<file path="src/rtl/shot_pkg.sv">
// -----------------------------------------------------------------------------
// shot_pkg
// Shared types and constants for the shot hit responder and its helpers.
//   shot_state_t           : responder FSM states
//   FIXED_POINT_MULTIPLIER : position scaling shared with the shot mover
//   DEF_*                  : default playfield borders and monster score
//   lowest_set_onehot      : isolate the lowest set bit of an 8-bit vector
// -----------------------------------------------------------------------------
package shot_pkg;

    typedef enum logic [1:0] {
        READY  = 2'd0,
        FLYING = 2'd1,
        HIT    = 2'd2,
        RELOAD = 2'd3
    } shot_state_t;

    localparam int FIXED_POINT_MULTIPLIER = 64;

    localparam logic [10:0] DEF_BORDER_LEFT   = 11'd32;
    localparam logic [10:0] DEF_BORDER_RIGHT  = 11'd600;
    localparam logic [10:0] DEF_BORDER_TOP    = 11'd160;
    localparam logic [10:0] DEF_BORDER_BOTTOM = 11'd460;
    localparam logic [7:0]  DEF_MONSTER_SCORE = 8'd250;

    // Two's-complement trick: v & -v keeps only the lowest set bit.
    function automatic logic [7:0] lowest_set_onehot(input logic [7:0] v);
        lowest_set_onehot = v & (~v + 8'd1);
    endfunction

endpackage

</file>
<file path="src/rtl/shot_frame_counter.sv">
// -----------------------------------------------------------------------------
// shot_frame_counter
// 8-bit frame counter used to time the reload period. Counts inc_i pulses
// (one per frame) from zero; when a pulse arrives while the count equals
// terminal_i, tc_o fires and the counter wraps back to zero on the same edge.
// Ports:
//   clk, resetN  : clock, asynchronous active-low reset
//   clear_i      : hold the counter at zero
//   inc_i        : frame pulse, advances the count
//   terminal_i   : last count value before tc_o
//   tc_o         : terminal-count strobe (combinational, qualified by inc_i)
// -----------------------------------------------------------------------------
module shot_frame_counter
    import shot_pkg::*;
(
    input  logic       clk,
    input  logic       resetN,
    input  logic       clear_i,
    input  logic       inc_i,
    input  logic [7:0] terminal_i,
    output logic       tc_o
);

    logic [7:0] count_q;
    logic [7:0] count_d;

    assign tc_o = inc_i && (count_q == terminal_i);

    // Next count: clear wins, terminal count wraps to zero, otherwise advance.
    always_comb begin
        count_d = count_q;
        if (clear_i || tc_o) begin
            count_d = 8'd0;
        end else if (inc_i) begin
            count_d = count_q + 8'd1;
        end else begin
            count_d = count_q;
        end
    end

    // Count register.
    always_ff @(posedge clk or negedge resetN) begin
        if (!resetN) begin
            count_q <= 8'd0;
        end else begin
            count_q <= count_d;
        end
    end

endmodule

</file>
<file path="src/rtl/shot_hit_responder.sv">
// -----------------------------------------------------------------------------
// shot_hit_responder
// Target-side partner of the shot mover. Accumulates shot/wall and
// shot/monster pixel coincidences over a frame, and at startOfFrame turns a
// pending coincidence into a one-cycle fireCollision with the lowest-index
// monster reported one-hot and a score increment. After a hit the fire key is
// blocked for RELOAD_FRAMES frames.
//
// Optional build macro SHOT_BORDER_KILL_EN: a shot outside the BORDER_*
// window at startOfFrame is treated as a hit with no monster.
//
// Ports:
//   clk, resetN            : clock, asynchronous active-low reset
//   startOfFrame           : one-cycle pulse per frame
//   fire_key               : raw fire request
//   shot_alive             : shot mover's alive flag
//   shotDrawingRequest     : shot pixel active
//   wallDrawingRequest     : wall pixel active
//   monsterDrawingRequest  : per-monster pixel active
//   shotTopLeftX/Y         : shot position
//   fire_pressed           : gated fire to the shot mover
//   fireCollision          : one-cycle kill pulse
//   monster_hit            : one-hot monster kill pulse
//   score_add              : score increment, valid with fireCollision
//   reload_active          : high while reloading
// -----------------------------------------------------------------------------
module shot_hit_responder
    import shot_pkg::*;
#(
    parameter int          NUM_MONSTERS  = 4,
    parameter int          RELOAD_FRAMES = 30,
    parameter logic [7:0]  MONSTER_SCORE = DEF_MONSTER_SCORE,
    parameter logic [10:0] BORDER_LEFT   = DEF_BORDER_LEFT,
    parameter logic [10:0] BORDER_RIGHT  = DEF_BORDER_RIGHT,
    parameter logic [10:0] BORDER_TOP    = DEF_BORDER_TOP,
    parameter logic [10:0] BORDER_BOTTOM = DEF_BORDER_BOTTOM
) (
    input  logic                    clk,
    input  logic                    resetN,
    input  logic                    startOfFrame,
    input  logic                    fire_key,
    input  logic                    shot_alive,
    input  logic                    shotDrawingRequest,
    input  logic                    wallDrawingRequest,
    input  logic [NUM_MONSTERS-1:0] monsterDrawingRequest,
    input  logic [10:0]             shotTopLeftX,
    input  logic [10:0]             shotTopLeftY,
    output logic                    fire_pressed,
    output logic                    fireCollision,
    output logic [NUM_MONSTERS-1:0] monster_hit,
    output logic [7:0]              score_add,
    output logic                    reload_active
);

    localparam bit         HAS_RELOAD = (RELOAD_FRAMES != 0);
    localparam logic [7:0] RELOAD_TC  = HAS_RELOAD ? 8'(RELOAD_FRAMES - 1) : 8'd0;

    shot_state_t             state_q, state_d;
    logic                    wall_flag_q, wall_flag_d;
    logic [NUM_MONSTERS-1:0] mon_flag_q, mon_flag_d;
    logic                    fire_pressed_q, fire_pressed_d;
    logic                    fire_collision_q, fire_collision_d;
    logic [NUM_MONSTERS-1:0] monster_hit_q, monster_hit_d;
    logic [7:0]              score_add_q, score_add_d;
    logic                    reload_active_q, reload_active_d;

    logic                    wall_term_s;
    logic [NUM_MONSTERS-1:0] mon_term_s;
    logic                    wall_eval_s;
    logic [NUM_MONSTERS-1:0] mon_eval_s;
    logic [NUM_MONSTERS-1:0] mon_onehot_s;
    logic                    any_hit_s;
    logic                    oob_s;
    logic                    reload_inc_s;
    logic                    reload_clear_s;
    logic                    reload_done_s;

    // Current-cycle coincidences; nothing accumulates without a live shot.
    assign wall_term_s = shot_alive & shotDrawingRequest & wallDrawingRequest;
    assign mon_term_s  = {NUM_MONSTERS{shot_alive & shotDrawingRequest}} & monsterDrawingRequest;

    // A pixel on the startOfFrame cycle still belongs to the frame that ends.
    assign wall_eval_s  = wall_flag_q | wall_term_s;
    assign mon_eval_s   = mon_flag_q | mon_term_s;
    assign any_hit_s    = wall_eval_s | (|mon_eval_s);
    assign mon_onehot_s = NUM_MONSTERS'(lowest_set_onehot(8'(mon_eval_s)));

`ifdef SHOT_BORDER_KILL_EN
    // Unsigned compares: a position that wrapped below zero reads as large.
    assign oob_s = (shotTopLeftX < BORDER_LEFT) || (shotTopLeftX > BORDER_RIGHT) ||
                   (shotTopLeftY < BORDER_TOP)  || (shotTopLeftY > BORDER_BOTTOM);
`else
    logic unused_border_s;
    assign oob_s           = 1'b0;
    assign unused_border_s = ^{shotTopLeftX, shotTopLeftY, BORDER_LEFT, BORDER_RIGHT,
                               BORDER_TOP, BORDER_BOTTOM};
`endif

    // Reload timer only runs in RELOAD and sits at zero everywhere else.
    assign reload_inc_s   = (state_q == RELOAD) && startOfFrame;
    assign reload_clear_s = (state_q != RELOAD);

    shot_frame_counter u_reload_cnt (
        .clk        (clk),
        .resetN     (resetN),
        .clear_i    (reload_clear_s),
        .inc_i      (reload_inc_s),
        .terminal_i (RELOAD_TC),
        .tc_o       (reload_done_s)
    );

    // Hit flags: sticky within a frame, cleared once the frame is evaluated.
    always_comb begin
        wall_flag_d = wall_flag_q;
        mon_flag_d  = mon_flag_q;
        if (startOfFrame) begin
            wall_flag_d = 1'b0;
            mon_flag_d  = '0;
        end else begin
            wall_flag_d = wall_flag_q | wall_term_s;
            mon_flag_d  = mon_flag_q | mon_term_s;
        end
    end

    // FSM next state and next registered outputs; outputs default to idle.
    always_comb begin
        state_d          = state_q;
        fire_pressed_d   = 1'b0;
        fire_collision_d = 1'b0;
        monster_hit_d    = '0;
        score_add_d      = 8'd0;
        reload_active_d  = 1'b0;
        case (state_q)
            READY: begin
                fire_pressed_d = fire_key;
                if (shot_alive) begin
                    state_d = FLYING;
                end else begin
                    state_d = READY;
                end
            end
            FLYING: begin
                if (startOfFrame && (any_hit_s || oob_s)) begin
                    state_d          = HIT;
                    fire_collision_d = 1'b1;
                    // Monster outranks wall or border when both occurred.
                    if (|mon_eval_s) begin
                        monster_hit_d = mon_onehot_s;
                        score_add_d   = MONSTER_SCORE;
                    end else begin
                        monster_hit_d = '0;
                        score_add_d   = 8'd0;
                    end
                end else if (!shot_alive && !any_hit_s) begin
                    state_d = READY;
                end else begin
                    state_d = FLYING;
                end
            end
            HIT: begin
                if (HAS_RELOAD) begin
                    state_d         = RELOAD;
                    reload_active_d = 1'b1;
                end else begin
                    state_d = READY;
                end
            end
            RELOAD: begin
                if (reload_done_s) begin
                    state_d = READY;
                end else begin
                    state_d         = RELOAD;
                    reload_active_d = 1'b1;
                end
            end
            default: begin
                state_d = READY;
            end
        endcase
    end

    // State, flags and output registers.
    always_ff @(posedge clk or negedge resetN) begin
        if (!resetN) begin
            state_q          <= READY;
            wall_flag_q      <= 1'b0;
            mon_flag_q       <= '0;
            fire_pressed_q   <= 1'b0;
            fire_collision_q <= 1'b0;
            monster_hit_q    <= '0;
            score_add_q      <= 8'd0;
            reload_active_q  <= 1'b0;
        end else begin
            state_q          <= state_d;
            wall_flag_q      <= wall_flag_d;
            mon_flag_q       <= mon_flag_d;
            fire_pressed_q   <= fire_pressed_d;
            fire_collision_q <= fire_collision_d;
            monster_hit_q    <= monster_hit_d;
            score_add_q      <= score_add_d;
            reload_active_q  <= reload_active_d;
        end
    end

    assign fire_pressed  = fire_pressed_q;
    assign fireCollision = fire_collision_q;
    assign monster_hit   = monster_hit_q;
    assign score_add     = score_add_q;
    assign reload_active = reload_active_q;

endmodule
</file>
<file path="config.mk">
export PLATFORM = sky130hd
export DESIGN_NAME = shot_hit_responder
export DESIGN_NICKNAME = d
export VERILOG_FILES = /design/src/rtl/shot_pkg.sv /design/src/rtl/shot_frame_counter.sv /design/src/rtl/shot_hit_responder.sv
export SDC_FILE = /design/constraint.sdc
export NUM_CORES = 1
export LEC_CHECK = 0
export BUFFER_PORTS_ARGS = -buffer_cell sky130_fd_sc_hd__buf_4
export CAP_MARGIN = 20
export CORE_UTILIZATION = 49
export DETAILED_ROUTE_END_ITERATION = 6
export GPL_ROUTABILITY_DRIVEN = 1
export MAX_ROUTING_LAYER = met4
export PLACE_DENSITY = 0.83
export SYNTH_ARGS = -nofsm -noshare
export SYNTH_HDL_FRONTEND = slang
export SYNTH_SLANG_ARGS = --single-unit
</file>
<file path="constraint.sdc">
create_clock -name clk -period 2.6 [get_ports clk]
set_input_delay 0.52 -clock clk [delete_from_list [all_inputs] [get_ports clk]]
set_output_delay 0.52 -clock clk [all_outputs]
set_load 0.02 [all_outputs]
</file>
==> insert_results.sql, run 1 <==
INSERT INTO impl_metrics (metric_group, metric, value, unit) VALUES
('die', 'die-area', '0.00233', 'mm^2'),
('clock_tree', 'cts_buffers', '3', ''),
('sta', 'timing.final.hold_violations', '0', ''),
('synth', 'syn_avg_cell_area', '10.0', 'um^2'),
('die', 'placeableCoreArea', '0.00198', 'mm^2'),
('synth', 'synth_top_flop_cell', 'sky130_fd_sc_hd__dfrtp_1', ''),
('global_routing', 'groute.layer.met3.usage', '4.40', '%'),
('synth', 'synthesis.area', '0.00105', 'mm^2'),
('sta', 'finalSetupViolations', '0', ''),
('routing', 'viasPerCell', '5.13', ''),
('routing', 'postRouteAntennaNets', '0', ''),
('clock_tree', 'cts_max_level', '1', ''),
('setup_path', 'worst_path_dominant_cell_family', 'simple AND/OR/NAND/NOR gates', ''),
('placement', 'placement.io_buffers', '23', ''),
('global_routing', 'number_of_antenna_violations_at_the_first_check_in_global_routing', '0', ''),
('final_layout', 'area_delta_synth_final', '16.8', '%'),
('final_layout', 'finalNetCount', '160', ''),
('status', 'run_status', 'finished, final reports clean', ''),
('clock_tree', 'cts_post_setup_buffers_inserted', '0', ''),
('clock_tree', 'cts.repair.resized', '0', ''),
('sta', 'setup_tns', '0', 'ns'),
('routing', 'wl_per_cell', '11.7', 'um'),
('routing', 'first_iter_violations', '16', ''),
('die', 'io_pins', '48', ''),
('routing', 'dr.pass1.iters', '4', ''),
('setup_path', 'delay_of_the_slowest_cell_on_the_worst_path', '0.44', 'ns'),
('run', 'maxCapViolCount', '0', ''),
('die', 'chipWidth', '48.3', 'um'),
('setup_path', 'critPathMostFrequentCell', 'sky130_fd_sc_hd__nand3b_1', ''),
('final_layout', 'final_standard_cell_count_with_taps_included_and_fillers_excluded', '151', ''),
('clock_tree', 'cts_tree', 'yes', ''),
('clock_tree', 'cts.clk_slew.worst_paths', '0.13', 'ns'),
('clock_tree', 'insertion_delay', '0.31', 'ns'),
('placement', 'place_inst', '147', ''),
('routing', 'drcViolationCount', '0', ''),
('clock_tree', 'cts-hold-fix-buffers', '0', ''),
('setup_path', 'path_buf_inv', '2', ''),
('setup_path', 'worstPathCellList', 'inv_1 -> ha_1 -> nand3b_1 -> or4_1 -> nand2_1 -> inv_2 -> a21oi_1 -> nand3b_1', ''),
('sta', 'final-max-slew-violation-count', '0', ''),
('pwr', 'vdd_drop_max', '478', 'uV'),
('sta', 'grt_setup_unrepaired', 'false', ''),
('global_routing', 'met2_usage', '29.1', '%'),
('placement', 'preCtsSetupSlack', '0.714', 'ns'),
('global_routing', 'grt-busiest-layer', 'met2', ''),
('pwr', 'leakage_power_total', '0.637', 'nW'),
('setup_path', 'largest_fanout_of_any_net_on_the_critical_path', '5', ''),
('setup_path', 'cp.required', '2.81', 'ns'),
('setup_path', 'critPathCaptureType', 'flip-flop', ''),
('synth', 'synth-edff-count', '0', ''),
('routing', 'detailroute.via_count', '775', ''),
('setup_path', 'reg2reg_from', 'u_reload_cnt.count_q[1]$_DFFE_PN0P_', ''),
('setup_path', 'crit_arrival', '1.82', 'ns'),
('pwr', 'pwr_density_cell', '735', 'mW/mm^2'),
('synth', 'synth_async_sr_flop_share', '100', '%'),
('sta', 'clock.fmax', '619', 'MHz'),
('placement', 'place.detailed.hpwl', '1.31', 'mm'),
('synth', 'yosys.cell_types.count', '28', ''),
('clock_tree', 'cts.path.max_buffers', '2', ''),
('global_routing', 'via_count_of_the_first_global_routing_pass', '775', ''),
('final_layout', 'antenna_cells_inserted', '0', ''),
('global_routing', 'overflow', '0', ''),
('routing', 'total_routed_wirelength', '1.77', 'mm'),
('hold_path', 'hold_path.class', 'in -> async', ''),
('placement', 'finalWeightedCongestion', '0.932', ''),
('die', 'floorplan.die.height', '48.3', 'um'),
('clock_tree', 'cts.root.buffer_cell', 'sky130_fd_sc_hd__clkbuf_4', ''),
('sta', 'worst_clock_skew', '0.0104', 'ns'),
('global_routing', 'met1_usage', '23.2', '%'),
('die', 'rows', '16', ''),
('global_routing', 'grt_first_pass_wirelength', '3.32', 'mm'),
('sta', 'final_critical_path_setup_slack', '0.985', 'ns');
worst reg2reg max path, cell delays in order (launching register included):
cell and delay, ns:
sky130_fd_sc_hd__dfrtp_1 0.44, sky130_fd_sc_hd__inv_1 0.07, sky130_fd_sc_hd__ha_1 0.14, sky130_fd_sc_hd__nand3b_1 0.06
sky130_fd_sc_hd__or4_1 0.42, sky130_fd_sc_hd__nand2_1 0.12, sky130_fd_sc_hd__inv_2 0.04, sky130_fd_sc_hd__a21oi_1 0.13
sky130_fd_sc_hd__nand3b_1 0.09
per-stage QoR:
stage / area (um^2) / util [%] / power [mW] / hold WS [ns]
6_report: 1230 / 61.9 / 0.902 / 0.0657
5_1_grt: 1230 / 61.9 / 0.973 / 0.0632
4_1_cts: 1230 / 61.9 / 0.912 / 0.0693
3_5_place_dp: 1200 / 60.5 / 0.750 / 0.423
3_3_place_gp: 1200 / 60.5 / 0.743 / 0.420
2_1_floorplan: 1050 / - / 0.663 / 0.224
state kept, by name, indices dropped and copies added (netlist names):
name                  cells
mon_flag_q                4
state_q                   2
fireCollision             1
wall_flag_q               1
u_reload_cnt.count_q      8
monster_hit               4
score_add                 1
reload_active             1
fire_pressed              1
area by class of cell:
cell class | count | area [um^2]
fillers | 172 | 754
flip-flops and latches | 23 | 576
multi-input cells | 68 | 395
repair buffers | 23 | 173
well taps | 27 | 33.8
clock buffers | 3 | 22.5
inverters | 6 | 22.5
clock inverters | 1 | 5.00
worst paths after layout:
check | to | slack, ns | cells past startpoint
min in group clk | fire_pressed$_DFF_PN0_ | 0.45 | 2
min | fireCollision$_DFF_PN0_ | 0.07 | 1
max | state_q[0]$_DFF_PN0_ | 0.98 | 8
min reg2reg | mon_flag_q[3]$_DFF_PN0_ | 0.54 | 2
max in group asynchronous | u_reload_cnt.count_q[0]$_DFFE_PN0P_ | 2.31 | 1
max reg2reg | state_q[0]$_DFF_PN0_ | 0.98 | 8
cell usage after synthesis (2+ instances only):
cell	n	area [um^2]
sky130_fd_sc_hd__dfrtp_1	23	576
sky130_fd_sc_hd__xor2_1	4	35.0
sky130_fd_sc_hd__nor2_1	18	67.6
sky130_fd_sc_hd__nor4_1	2	12.5
sky130_fd_sc_hd__ha_1	2	25.0
sky130_fd_sc_hd__xnor2_1	3	26.3
sky130_fd_sc_hd__o211ai_1	2	15.0
sky130_fd_sc_hd__nor3_1	3	15.0
sky130_fd_sc_hd__nand4_1	2	12.5
sky130_fd_sc_hd__and3_1	2	12.5
sky130_fd_sc_hd__nand3b_1	2	15.0
sky130_fd_sc_hd__o21ai_0	2	10.0
sky130_fd_sc_hd__nor2b_1	2	12.5
sky130_fd_sc_hd__inv_1	5	18.8
sky130_fd_sc_hd__buf_4	7	52.6
sky130_fd_sc_hd__nand2_1	8	30.0
sky130_fd_sc_hd__o2111ai_1	2	17.5
sky130_fd_sc_hd__a21oi_1	5	25.0
sky130_fd_sc_hd__a21o_1	2	15.0
metal layers:
| metal | up-vias | share of wire (%) |
|---|---|---|
| met5 | - | 0 |
| met4 | 0 | 2.0 |
| met3 | 6 | 3.8 |
| met2 | 22 | 48 |
| met1 | 364 | 46 |
| li1 | 383 | - |
cells in the final DEF (no fill, tap or decap), drive strengths merged, types with 3 or more instances in the layout:
master / synthesis / routed
clkbuf: 1 / 3
inv: 6 / 6
nor2: 18 / 18
dfrtp: 23 / 23
a21oi: 5 / 5
xnor2: 3 / 3
nand2: 8 / 8
nor3: 3 / 3
o2111ai: 3 / 3
xor2: 4 / 4
buf: 8 / 23
logic make-up after synthesis:
family	count (synthesis)	share of synthesized area (%)
other	1	0.357
AO/OA/AOI/OAI	15	10.0
AND/OR/NAND/NOR	42	18.7
flip-flops	23	54.8
XOR/XNOR	7	5.83
adder cells (fa/ha/maj)	2	2.38
buffers and inverters	15	7.98
where the power goes:
group / switching [mW] / total, mW / internal [mW]
logic: 0.160 / 0.263 / 0.103
registers: 0.0612 / 0.477 / 0.415
clock network: 0.105 / 0.163 / 0.0575
Note: power is estimated with default switching activity, not from simulation.
==> run 2, diff against run 1 <==
--- a/config.mk
+++ b/config.mk
@@ -7,11 +7,11 @@
 export LEC_CHECK = 0
 export BUFFER_PORTS_ARGS = -buffer_cell sky130_fd_sc_hd__buf_4
 export CAP_MARGIN = 20
-export CORE_UTILIZATION = 49
+export CORE_UTILIZATION = 41
 export DETAILED_ROUTE_END_ITERATION = 6
 export GPL_ROUTABILITY_DRIVEN = 1
 export MAX_ROUTING_LAYER = met4
-export PLACE_DENSITY = 0.83
+export PLACE_DENSITY = 0.74
 export SYNTH_ARGS = -nofsm -noshare
 export SYNTH_HDL_FRONTEND = slang
 export SYNTH_SLANG_ARGS = --single-unit
==> constraint.sdc (replaced) <==
create_clock -name clk -period 1.4 [get_ports clk]
set_input_delay 0.28 -clock clk [delete_from_list [all_inputs] [get_ports clk]]
set_output_delay 0.28 -clock clk [all_outputs]
set_load 0.02 [all_outputs]
==> run 2 against run 1 <==
The run now ends with setup timing left. Flip-flop and latch count is the same. Cell area grew 15%. Setup slack worse by 1.2 ns.
==> insert_results.sql, run 2 (same netlist as run 1, synthesis figures left out) <==
INSERT INTO impl_metrics (metric_group, metric, value, unit) VALUES
('final_layout', 'register_area', '576', 'um^2'),
('clock_tree', 'cts_tree', 'yes', ''),
('setup_path', 'crit_type', 'reg -> reg', ''),
('setup_path', 'critical_path.startpoint_type', 'flip-flop', ''),
('routing', 'postRouteAntennaNets', '0', ''),
('global_routing', 'overflow', '0', ''),
('hold_path', 'hold_path.class', 'in -> reg', ''),
('sta', 'timing.final.hold_violations', '0', ''),
('final_layout', 'highest_count_cells_in_the_layout_ignoring_fill_and_taps', '42 x sky130_fd_sc_hd__buf_4, 23 x sky130_fd_sc_hd__dfrtp_1, 18 x sky130_fd_sc_hd__nor2_1', ''),
('die', 'chipWidth', '52.6', 'um'),
('final_layout', 'area_delta_synth_final', '34.0', '%'),
('global_routing', 'number_of_antenna_violations_at_the_first_check_in_global_routing', '0', ''),
('final_layout', 'largest_reg_flops', '8', ''),
('die', 'rows', '17', ''),
('final_layout', 'post-route-util', '60.8', '%'),
('pwr', 'leakage_power_total', '0.740', 'nW'),
('routing', 'viasPerCell', '4.90', ''),
('clock_tree', 'cts.clk_slew.worst_paths', '0.12', 'ns'),
('final_layout', 'multi_input_area', '423', 'um^2'),
('setup_path', 'critPathCaptureType', 'flip-flop', ''),
('pwr', 'pwr_density_cell', '1390', 'mW/mm^2'),
('clock_tree', 'cts.root.buffer_cell', 'sky130_fd_sc_hd__clkbuf_4', ''),
('status', 'failed_checks', 'setup timing', ''),
('hold_path', 'hold_depth', '2', ''),
('die', 'initial_utilization', '45.3', '%'),
('setup_path', 'largest_fanout_of_any_net_on_the_critical_path', '2', ''),
('final_layout', 'final_common_cell', 'sky130_fd_sc_hd__buf_4', ''),
('final_layout', 'proportion_of_layout_cells_with_a_drive_suffix_above_1', '36.1', '%'),
('run', 'maxCapViolCount', '0', ''),
('routing', 'first_iter_violations', '18', ''),
('routing', 'wl_per_cell', '11.4', 'um'),
('final_layout', 'finalNetCount', '180', ''),
('setup_path', 'delay_of_the_slowest_cell_on_the_worst_path', '0.44', 'ns'),
('placement', 'place.detailed.hpwl', '1.47', 'mm'),
('final_layout', 'regMostFlops', 'u_reload_cnt.count_q', ''),
('die', 'floorplan.die.height', '52.6', 'um'),
('sta', 'grt_setup_unrepaired', 'true', ''),
('sta', 'finalSetupViolations', '11', ''),
('pwr', 'vdd_drop_max', '1390', 'uV'),
('clock_tree', 'cts_max_level', '1', ''),
('routing', 'total_routed_wirelength', '1.95', 'mm'),
('placement', 'placement.io_buffers', '23', ''),
('die', 'die-area', '0.00277', 'mm^2'),
('setup_path', 'cp.required', '1.59', 'ns'),
('setup_path', 'critPathMostFrequentCell', 'sky130_fd_sc_hd__nand3b_1', ''),
('sta', 'final_critical_path_setup_slack', '-0.178', 'ns'),
('sta', 'setup_tns', '-1.17', 'ns'),
('placement', 'finalWeightedCongestion', '0.769', ''),
('final_layout', 'num-fill-cells', '183', ''),
('sta', 'final-max-slew-violation-count', '0', ''),
('setup_path', 'r2r_depth', '8', ''),
('routing', 'dr.pass1.iters', '7', ''),
('clock_tree', 'clkSinkCount', '23', ''),
('sta', 'clock.fmax', '634', 'MHz'),
('setup_path', 'crit_arrival', '1.76', 'ns'),
('setup_path', 'worstPathCellList', 'inv_1 -> ha_1 -> nand3b_1 -> or4_4 -> nand2_2 -> inv_2 -> a21oi_2 -> nand3b_1', ''),
('final_layout', 'antenna_cells_inserted', '0', ''),
('sta', 'min_period', '1.58', 'ns'),
('routing', 'drcViolationCount', '0', ''),
('setup_path', 'setup_slack_on_the_worst_flop_to_flop_path', '-0.18', 'ns'),
('clock_tree', 'cts.path.max_buffers', '2', ''),
('clock_tree', 'insertion_delay', '0.30', 'ns'),
('global_routing', 'via_count_of_the_first_global_routing_pass', '864', ''),
('sta', 'post-route-period-util', '113', '%'),
('global_routing', 'grt.total_usage', '17.6', '%'),
('die', 'io_pins', '48', ''),
('placement', 'placement.cell_area', '0.00134', 'mm^2'),
('global_routing', 'grt_start_max_net_pins', '24', ''),
('final_layout', 'final_area', '0.00141', 'mm^2'),
('sta', 'worst_clock_skew', '0.00229', 'ns'),
('global_routing', 'grt_first_pass_wirelength', '3.46', 'mm'),
('routing', 'detailroute.via_count', '842', ''),
('status', 'run_status', 'complete, but fails checks', ''),
('clock_tree', 'cts_buffers', '3', ''),
('setup_path', 'critical-path-slowest-cell', 'sky130_fd_sc_hd__or4_4', ''),
('die', 'placeableCoreArea', '0.00232', 'mm^2');
run 2: power by group:
part	internal, mW	total (mW)	switching (mW)
Combinational	0.395	0.826	0.431
Clock	0.107	0.299	0.192
Sequential	0.771	0.838	0.0671
run 2: final timing paths:
check,start,to
min in group asynchronous,resetN,u_reload_cnt.count_q[3]$_DFFE_PN0P_
max reg2reg,u_reload_cnt.count_q[1]$_DFFE_PN0P_,state_q[0]$_DFF_PN0_
min reg2reg,mon_flag_q[3]$_DFF_PN0_,mon_flag_q[3]$_DFF_PN0_
max,u_reload_cnt.count_q[1]$_DFFE_PN0P_,state_q[0]$_DFF_PN0_
max in group asynchronous,resetN,reload_active$_DFF_PN0_
min,fire_key,fire_pressed$_DFF_PN0_
run 2: critical path: cells and delay by family (launching register included):
family | cells | cell delay, ns
DFF | 1 | 0.41
buffers and inverters | 2 | 0.10
adders and majority gates | 1 | 0.13
AOI/OAI and AO/OA | 1 | 0.11
and+or+nand+nor | 4 | 0.72
run 2: routing by layer:
layer | global-route usage [%] | vias up | share of wire, %
met1 | 22.1 | 398 | 48
met2 | 28.7 | 21 | 47
met3 | 0.870 | 4 | 2.9
li1 | - | 419 | -
met5 | - | - | 0
met4 | 9.21 | 0 | 1.9
run 2: repair_timing:
item                                   4_1_cts  5_1_grt
buffers inserted                             1        0
endpoints found under the hold margin       23        0
gates resized for setup                      3        2
setup endpoints to repair                   11       15
pin swaps                                    1        2
hold buffers                                 1        0
run 2: cell type report:
type	count	area share [%]
flip-flops and latches	23	40.9
multi-input cells	68	30.0
repair buffers	43	23.1
well taps	28	2.49
clock buffers	3	1.60
inverters	6	1.60
clock inverters	1	0.355
run 2: through the flow:
stage	hold slack, ns	worst slack [ns]	total power [mW]	instances
2_1_floorplan	-0.0156	-0.0797	1.23	106
3_3_place_gp	0.180	-0.122	1.58	166
3_5_place_dp	0.185	-0.165	1.61	166
4_1_cts	0.215	-0.143	1.94	172
5_1_grt	0.217	-0.253	2.10	172
6_report	0.217	-0.178	1.96	172
